## config.mk

```make
export PLATFORM = sky130hd
export DESIGN_NAME = board_input_ctrl
export DESIGN_NICKNAME = d
export VERILOG_FILES = /design/src/rtl/board_input_ctrl.sv
export SDC_FILE = /design/constraint.sdc
export NUM_CORES = 1
export LEC_CHECK = 0
export BUFFER_PORTS_ARGS = -buffer_cell sky130_fd_sc_hd__buf_2
export CAP_MARGIN = 5
export CORE_MARGIN = 2
export CORE_UTILIZATION = 50
export CTS_CLUSTER_DIAMETER = 50
export CTS_CLUSTER_SIZE = 20
export DETAILED_ROUTE_END_ITERATION = 6
export MAX_ROUTING_LAYER = met4
export PLACE_DENSITY_LB_ADDON = 0.15
export SYNTH_ARGS = -nofsm -noshare
export SYNTH_HDL_FRONTEND = slang
export SYNTH_SLANG_ARGS = --single-unit
```

## constraint.sdc

```tcl
create_clock -name clk -period 1.3 [get_ports clk]
set_input_delay 0.26 -clock clk [delete_from_list [all_inputs] [get_ports clk]]
set_output_delay 0.26 -clock clk [all_outputs]
set_load 0.01 [all_outputs]
```

## src/rtl/board_input_ctrl.sv

```systemverilog
// board_input_ctrl: operator-path front end for select_action.
// Turns raw slide switches and push buttons into a clean SW word, a
// SELECTOR operation mode, a HOLD (switch freeze) flag and one-cycle
// button press pulses {C,U,D,L,R}.
//
// Optional feature: define BOARD_INPUT_AUTO_REPEAT_EN to make a held
// U or D button auto-step the mode (first step after 4*REPEAT_CYCLES,
// then every REPEAT_CYCLES). Without it, one press gives one step.

module board_input_ctrl #(
   parameter int BITS            = 16,
   parameter int NUM_MODES       = 4,
   parameter int DEBOUNCE_CYCLES = 16,
   parameter int REPEAT_CYCLES   = 64,
   localparam int MW             = (NUM_MODES > 1) ? $clog2(NUM_MODES) : 1
) (
   input  logic            clk,
   input  logic            rst,
   input  logic [BITS-1:0] SW_RAW,
   input  logic            BTNC_RAW,
   input  logic            BTNU_RAW,
   input  logic            BTND_RAW,
   input  logic            BTNL_RAW,
   input  logic            BTNR_RAW,
   output logic [BITS-1:0] SW,
   output logic [MW-1:0]   SELECTOR,
   output logic            HOLD,
   output logic [4:0]      BTN_PULSE
);

   // Button bit positions inside the 5-bit button vectors.
   localparam int B_C = 4;
   localparam int B_U = 3;
   localparam int B_D = 2;
   localparam int B_L = 1;
   localparam int B_R = 0;

   localparam int DBW = (DEBOUNCE_CYCLES > 2) ? $clog2(DEBOUNCE_CYCLES) : 1;
   localparam logic [DBW-1:0] DB_MAX = DBW'(DEBOUNCE_CYCLES - 1);

   typedef logic [MW-1:0] opr_mode_t;
   localparam opr_mode_t MODE_ADD  = '0;
   localparam opr_mode_t MODE_LAST = opr_mode_t'(NUM_MODES - 1);

   typedef enum logic {
      HOLD_OFF = 1'b0,
      HOLD_ON  = 1'b1
   } hold_state_t;

   logic [4:0] btn_raw;
   assign btn_raw = {BTNC_RAW, BTNU_RAW, BTND_RAW, BTNL_RAW, BTNR_RAW};

   // ------------------------------------------------------------------
   // Two-flop synchronizers for switches and buttons
   // ------------------------------------------------------------------
   logic [BITS-1:0] sw_s1_q, sw_s1_d, sw_sync_q, sw_sync_d;
   logic [4:0]      btn_s1_q, btn_s1_d, btn_sync_q, btn_sync_d;

   // Next values of the synchronizer chains
   always_comb begin
      sw_s1_d    = SW_RAW;
      sw_sync_d  = sw_s1_q;
      btn_s1_d   = btn_raw;
      btn_sync_d = btn_s1_q;
   end

   // Synchronizer registers
   always_ff @(posedge clk) begin
      if (rst) begin
         sw_s1_q    <= '0;
         sw_sync_q  <= '0;
         btn_s1_q   <= '0;
         btn_sync_q <= '0;
      end else begin
         sw_s1_q    <= sw_s1_d;
         sw_sync_q  <= sw_sync_d;
         btn_s1_q   <= btn_s1_d;
         btn_sync_q <= btn_sync_d;
      end
   end

   // ------------------------------------------------------------------
   // Post-reset settle: the synchronizers hold reset zeros for two
   // cycles, so a "released" observation is only trusted afterwards.
   // ------------------------------------------------------------------
   logic [1:0] settle_q, settle_d;
   logic       settled;

   assign settled = (settle_q == 2'd2);

   // Count up to 2 after reset and stay there
   always_comb begin
      settle_d = settle_q;
      if (!settled) begin
         settle_d = settle_q + 1'b1;
      end
   end

   // Settle counter register
   always_ff @(posedge clk) begin
      if (rst) begin
         settle_q <= '0;
      end else begin
         settle_q <= settle_d;
      end
   end

   // ------------------------------------------------------------------
   // Per-button debounce, arming and rising-edge pulse
   // ------------------------------------------------------------------
   logic [4:0] db_vec;
   logic [4:0] pulse_vec;

   generate
      for (genvar gi = 0; gi < 5; gi++) begin : g_btn
         logic [DBW-1:0] cnt_q, cnt_d;
         logic           db_q, db_d;
         logic           armed_q, armed_d;
         logic           pulse_q, pulse_d;

         // Debounce: the level only moves after DEBOUNCE_CYCLES
         // consecutive disagreeing samples. A button held through
         // reset stays unarmed until it has been seen released, so
         // that press never produces a pulse.
         always_comb begin
            cnt_d   = '0;
            db_d    = db_q;
            armed_d = armed_q | (settled & ~btn_sync_q[gi]);
            if (btn_sync_q[gi] != db_q) begin
               if (cnt_q == DB_MAX) begin
                  db_d  = btn_sync_q[gi];
                  cnt_d = '0;
               end else begin
                  cnt_d = cnt_q + 1'b1;
               end
            end
            pulse_d = db_d & ~db_q & armed_q;
         end

         // Debounce state registers
         always_ff @(posedge clk) begin
            if (rst) begin
               cnt_q   <= '0;
               db_q    <= 1'b0;
               armed_q <= 1'b0;
               pulse_q <= 1'b0;
            end else begin
               cnt_q   <= cnt_d;
               db_q    <= db_d;
               armed_q <= armed_d;
               pulse_q <= pulse_d;
            end
         end

         assign db_vec[gi]    = db_q;
         assign pulse_vec[gi] = pulse_q;
      end
   endgenerate

   // ------------------------------------------------------------------
   // Auto-repeat for held U / D
   // ------------------------------------------------------------------
   logic rep_up;
   logic rep_dn;

`ifdef BOARD_INPUT_AUTO_REPEAT_EN
   localparam int RPW = (REPEAT_CYCLES > 2) ? $clog2(REPEAT_CYCLES) : 1;
   localparam logic [RPW-1:0] RP_MAX = RPW'(REPEAT_CYCLES - 1);

   logic [RPW-1:0] rep_cnt_q, rep_cnt_d;
   logic [1:0]     rep_phase_q, rep_phase_d;
   logic           rep_active;
   logic           rep_fire;

   // Exactly one of U/D held keeps the repeat timer running
   assign rep_active = db_vec[B_U] ^ db_vec[B_D];

   // Three silent periods, then a step at the end of every period
   always_comb begin
      rep_cnt_d   = '0;
      rep_phase_d = '0;
      rep_fire    = 1'b0;
      if (rep_active) begin
         rep_phase_d = rep_phase_q;
         if (rep_cnt_q == RP_MAX) begin
            rep_cnt_d = '0;
            if (rep_phase_q == 2'd3) begin
               rep_fire = 1'b1;
            end else begin
               rep_phase_d = rep_phase_q + 1'b1;
            end
         end else begin
            rep_cnt_d = rep_cnt_q + 1'b1;
         end
      end
   end

   // Repeat timer registers
   always_ff @(posedge clk) begin
      if (rst) begin
         rep_cnt_q   <= '0;
         rep_phase_q <= '0;
      end else begin
         rep_cnt_q   <= rep_cnt_d;
         rep_phase_q <= rep_phase_d;
      end
   end

   assign rep_up = rep_fire & db_vec[B_U];
   assign rep_dn = rep_fire & db_vec[B_D];
`else
   assign rep_up = 1'b0;
   assign rep_dn = 1'b0;
`endif

   // ------------------------------------------------------------------
   // Mode select FSM
   // ------------------------------------------------------------------
   opr_mode_t mode_q, mode_d;
   logic      step_up;
   logic      step_dn;

   assign step_up = pulse_vec[B_U] | rep_up;
   assign step_dn = pulse_vec[B_D] | rep_dn;

   // L forces ADD; U/D wrap within 0..NUM_MODES-1; U with D cancels
   always_comb begin
      mode_d = mode_q;
      if (pulse_vec[B_L]) begin
         mode_d = MODE_ADD;
      end else if (step_up && !step_dn) begin
         mode_d = (mode_q == MODE_LAST) ? MODE_ADD : mode_q + 1'b1;
      end else if (step_dn && !step_up) begin
         mode_d = (mode_q == MODE_ADD) ? MODE_LAST : mode_q - 1'b1;
      end
   end

   // Mode state register
   always_ff @(posedge clk) begin
      if (rst) begin
         mode_q <= MODE_ADD;
      end else begin
         mode_q <= mode_d;
      end
   end

   // ------------------------------------------------------------------
   // Hold FSM and switch latch
   // ------------------------------------------------------------------
   hold_state_t     hold_q, hold_d;
   logic [BITS-1:0] sw_q, sw_d;

   // R releases (and wins over C); C toggles. SW follows the
   // synchronized switches whenever the next hold state is off, so
   // a freeze bites on the very edge HOLD rises.
   always_comb begin
      hold_d = hold_q;
      if (pulse_vec[B_R]) begin
         hold_d = HOLD_OFF;
      end else if (pulse_vec[B_C]) begin
         hold_d = (hold_q == HOLD_ON) ? HOLD_OFF : HOLD_ON;
      end
      sw_d = (hold_d == HOLD_OFF) ? sw_sync_q : sw_q;
   end

   // Hold state and switch word registers
   always_ff @(posedge clk) begin
      if (rst) begin
         hold_q <= HOLD_OFF;
         sw_q   <= '0;
      end else begin
         hold_q <= hold_d;
         sw_q   <= sw_d;
      end
   end

   assign SW        = sw_q;
   assign SELECTOR  = mode_q;
   assign HOLD      = (hold_q == HOLD_ON);
   assign BTN_PULSE = pulse_vec;

endmodule
```

* Word-level counts from Yosys, hierarchy flattened
Index checks and enable logic that the tools add are counted.
Word-level totals: input port bits 23, flip-flop bits (word level) 98, output and inout bits 24, logic and storage cells 112
Operators by class: bitwise gates (word level) 35, equal/unequal tests 12, $add $sub $neg 8, mux-type cells 17, reductions and logical operators 12
Operators by type and width (count):
- $add 4x1->4 const B | 5
- $eq 4x4->1 const B | 5
- $and 1x1->1 | 15
- $not 1->1 | 15
- $reduce_or 3->1 | 5
- $mux 1 | 13
- $mux 2 | 4
- $ne 1x1->1 | 5
- $or 1x1->1 | 5
- $add 2x1->2 const B | 2
- $eq 2x2->1 const B | 2
- $logic_and 1x1->1 | 2
- $logic_not 1->1 | 2
- $logic_not 2->1 | 1
- $reduce_bool 2->1 | 1
- $reduce_or 2->1 | 1
- $sub 2x1->2 const B | 1

* Longest topological paths before layout
word-level depth 5, mapped depth 6, gate-level depth less buffers 5

* Least setup slack after synthesis
OpenSTA, ideal clock, no wires.
path kind flip-flop to flip-flop, start register mode_q[0], in the netlist SELECTOR[0], end register mode_q[1], in the netlist SELECTOR[1], buffers on the path 0, slack 0.147 ns, data arrival time 1.032 ns, data required time 1.180 ns, setup time 0.120 ns, stages on the path, launching flop included 6, clock period less this slack 1.153 ns, cells stage by stage dfxtp_1 > inv_1 > ha_1 > xnor2_1 > mux2i_1 > nor3_1
Between the ends: cells in the longest elaborated chain, start to end 4, elaborated cells between the ends (all ways) 8, classes of those cells add/sub (2); eq/ne (1); mux (4); reduce/logical (1)
Ends and longest elaborated chain:
- from (decl) | RTL line 219 | opr_mode_t mode_q, mode_d;
- from (signal assigned) | RTL line 243 | mode_q <= mode_d;
- $sub 2x1->2 / $logic_not 2->1 (equally long branches) | RTL line 234 | mode_d = (mode_q == MODE_ADD) ? MODE_LAST : mode_q - 1'b1;
- $mux 2 | RTL line 234
- $mux 2 | RTL line 233 | end else if (step_dn && !step_up) begin
- $mux 2 * | RTL line 231 | end else if (step_up && !step_dn) begin
Mark *: on every way between the ends. The rest lies on a longest branch, timed or not. The select of a mux whose other input is x is not followed. A chain may end at the register's enable or synchronous reset.

* Worst setup path in the final report
start register g_btn[2].pulse_q, end register mode_q[0], in the netlist SELECTOR[0]
Between the ends: cells in the longest elaborated chain, start to end 3, elaborated cells between the ends (all ways) 5, classes of those cells mux (1); reduce/logical (4)
Ends and longest elaborated chain:
- from (decl) | RTL line 119 | logic pulse_q, pulse_d;
- from (signal assigned) | RTL line 151 | pulse_q <= pulse_d;
- $logic_not 1->1 | RTL line 231
- $logic_and 1x1->1 | RTL line 231
- $mux 2 / $reduce_bool 2->1 (equally long branches)
Several ways; a longest one is shown, not always the timed one.

==> results.cfg <==
[status]
run_status = complete, no violations

[yosys]
yosysMostFrequentCell = dfxtp_1
synth_common_cells = dfxtp_1 (98), nor2b_1 (43), nand2b_1 (32)
synth-seq-cells = 98
synth_cells = 325
synth.avg_cell_area_um2 = 10.64
yosys.area.top_type = dfxtp_1
synthTopCellsByArea = dfxtp_1 (57%), nor2b_1 (7.8%), mux2i_1 (6.4%)
synth_seq_area_share_pct = 56.71
synthFlopType = dfxtp_1
synth_edf_count = 0
async_flop_share_pct = 0
synth_cell_types = 25
yosysTopAreaCellShare_pct = 56.71
syn_area_um2 = 3460
synthesis.nets = 357
ys.warnings.count = 0

[worst_setup_path]
path_class = reg -> reg
crit_arrival_ns = 1.47
rr_worst_depth = 5
critPathMaxFanout = 3
worstReg2RegStart = g_btn[2].pulse_q$_SDFF_PP0_
cp_data_required_time_ns = 1.56
timing.critical_path.cells = inv_1, ha_1, a21oi_1, nand2_1, a211oi_1
reg2reg_to = SELECTOR[0]$_SDFFE_PP0P_
crit_slowest_cell = dfxtp_1
max_stage_delay_ns = 0.34
crit_family = flip-flops
r2r_slack_ns = 0.09
path_buf_inv = 1
startpoint_type = flop
end_kind = flop

[clock_tree]
cts_tree = yes
cts.sinks = 98
cts_buffers = 9
path_clk_slew_ns = 0.09
clk_latency_ns = 0.35
htreeDepth = 3
post_cts_buffers = 0
clockBufferDepth = 2
root_buffer = clkbuf_8

[sta]
worstMarginPinSlew_ns = 0.3921
setup_violations = 0
timing.final.ws_setup_ns = 0.09397
fin_skew_ns = 0.005696
final_hold_viol_count = 0
slew_violations = 0
timing.slew.headroom_pct = 73.86
layout_worst_path_cycle_share_pct = 92.77
holdWs_ns = 0.1078
min_period_ns = 1.206
finalSetupTns_ns = 0
timing.fmax_ghz = 0.8292
rsz0062_at_grt = false

[placement]
place_congestion = 0.6760
dp_hpwl_mm = 3.046
post-place-ws_ns = 0.1318
io_buffers = 46

[routing]
routed-wl-met3_um = 204
top_layer = met4
wl_met2_mm = 2.116
post-route-drc-count = 0
wl_met1_mm = 2.355
num_vias = 2065
drt_iter0_drc = 66
drtPass1Iterations = 4
wl_per_cell_um = 10.58
wirelength_mm = 4.771
ant_nets = 0
viasPerCell = 4.579

[die]
ioPinCount = 47
initial_core_util_pct = 51.20
coreArea_um2 = 6756
core.rowCount = 30
die_w_um = 87.18
die_area_um2 = 7600
die_height_um = 87.18

[final_layout]
area_delta_synth_final_pct = 13.92
drive_gt1_share_pct = 18.06
n_fill_cell = 589
nNetsFinal = 398
insertedDiodeCount = 0
utilization_pct = 58.33

[grt]
grt_pass1_wl_mm = 7.914
grt_pass1_vias = 1808
grt_max_degree = 65
overflow = 0
antenna_found_initial = 0
grt_usage_pct = 14.12

[power]
leakage_nw = 1.708
p_per_area_nw_per_um2 = 1447
vdd_drop_max_uv = 713.4

[job]
cap_violations = 0

[worst_hold_path]
hold_class = in -> reg
hold_end = sw_s1_q[7]$_SDFF_PP0_
holdPathStages = 2
hp-start = SW_RAW[7]
## logic make-up (layout without fill, tap and decap cells)
logic type | count (synthesis) | in the layout | synth area share, %
XOR/XNOR | 18 | 18 | 4.774
AO/OA/AOI/OAI | 9 | 9 | 1.374
flip-flops | 98 | 98 | 56.71
buffers and inverters | 32 | 78 | 4.702
multiplexers | 22 | 22 | 6.365
adder cells (fa/ha/maj) | 9 | 9 | 3.255
AND/OR/NAND/NOR | 137 | 137 | 22.82
## layer usage
metal / vias to the layer above / GRT usage (%)
met3: 8 / 4.360
met5: - / -
li1: 1113 / -
met1: 907 / 18.00
met2: 37 / 20.26
met4: 0 / 7.133
## layout make-up
cell class                 instances  area, µm²  share of cell area (%)
tap                               80      100.1                   2.540
clock buffer                      11      141.4                   3.587
inverter                          14      52.55                   1.333
timing repair buffer              48      270.3                   6.857
multi-input combinational        195       1335                   33.87
sequential                        98       1964                   49.84
clock inverter                     5      77.57                   1.968
## worst max-delay path by stage
| stage | startpoint | to | slack (ns) | cells after the start |
|---|---|---|---|---|
| after floorplan | SELECTOR[0]$_SDFFE_PP0P_ | SELECTOR[1]$_SDFFE_PP0P_ | 0.15 | 5 |
| after global placement | SELECTOR[0]$_SDFFE_PP0P_ | SELECTOR[1]$_SDFFE_PP0P_ | 0.18 | 5 |
| after detailed placement | g_btn[4].pulse_q$_SDFF_PP0_ | SW[0]$_SDFFE_PP0N_ | 0.13 | 3 |
| after CTS | g_btn[4].pulse_q$_SDFF_PP0_ | SW[6]$_SDFFE_PP0N_ | 0.07 | 3 |
| after global routing | g_btn[2].pulse_q$_SDFF_PP0_ | SELECTOR[0]$_SDFFE_PP0P_ | 0.006 | 5 |
| final | g_btn[2].pulse_q$_SDFF_PP0_ | SELECTOR[0]$_SDFFE_PP0P_ | 0.09 | 5 |
## power breakdown
part | leakage [nW] | switching, W | total, W | internal (W)
Sequential | 0.802 | 0.0000653 | 0.00322 | 0.00316
Combinational | 0.796 | 0.000190 | 0.000380 | 0.000190
Clock | 0.109 | 0.000971 | 0.00210 | 0.00113
## placed cells by master (no fill, tap or decap), drive strengths merged
cell type  count
o21ai          1
buf           48
dfxtp         98
nand3b         5
nand2          6
xor2          16
inv           14
mux2i         22
bufinv         2
a211oi         1
nor3           2
nor2          29
a21oi          7
ha             9
nor2b         43
clkinv         2
nand3         10
clkbuf        11
clkinvlp       1
xnor2          2
and3b          5
nor4           5
nand2b        32
## sequential cells by signal (all words and copies together), names as in the netlist
| name | cells |
|---|---|
| g_btn.cnt_q | 20 |
| SW | 16 |
| sw_s1_q | 16 |
| sw_sync_q | 16 |
| btn_s1_q | 5 |
| btn_sync_q | 5 |
| g_btn.armed_q | 5 |
| g_btn.db_q | 5 |
| g_btn.pulse_q | 5 |
| SELECTOR | 2 |
| settle_q | 2 |
| HOLD | 1 |
## stage by stage
| stage | area [µm²] | std cells | total power (W) |
|---|---|---|---|
| 2_1_floorplan | 3460 | 325 | 0.003569 |
| 3_3_place_gp | 3720 | 435 | 0.003667 |
| 3_5_place_dp | 3720 | 435 | 0.003678 |
| 4_1_cts | 3940 | 451 | 0.005778 |
| 5_1_grt | 3941 | 451 | 0.005994 |
| 6_report | 3941 | 451 | 0.005703 |
## timing repair
item,in CTS,in global routing
hold endpoints to repair,0,0
cloned,0,0
setup endpoints to repair,1,1
hold buffers,0,0
gates resized for setup,1,1
(Power assumes the default switching activity.)
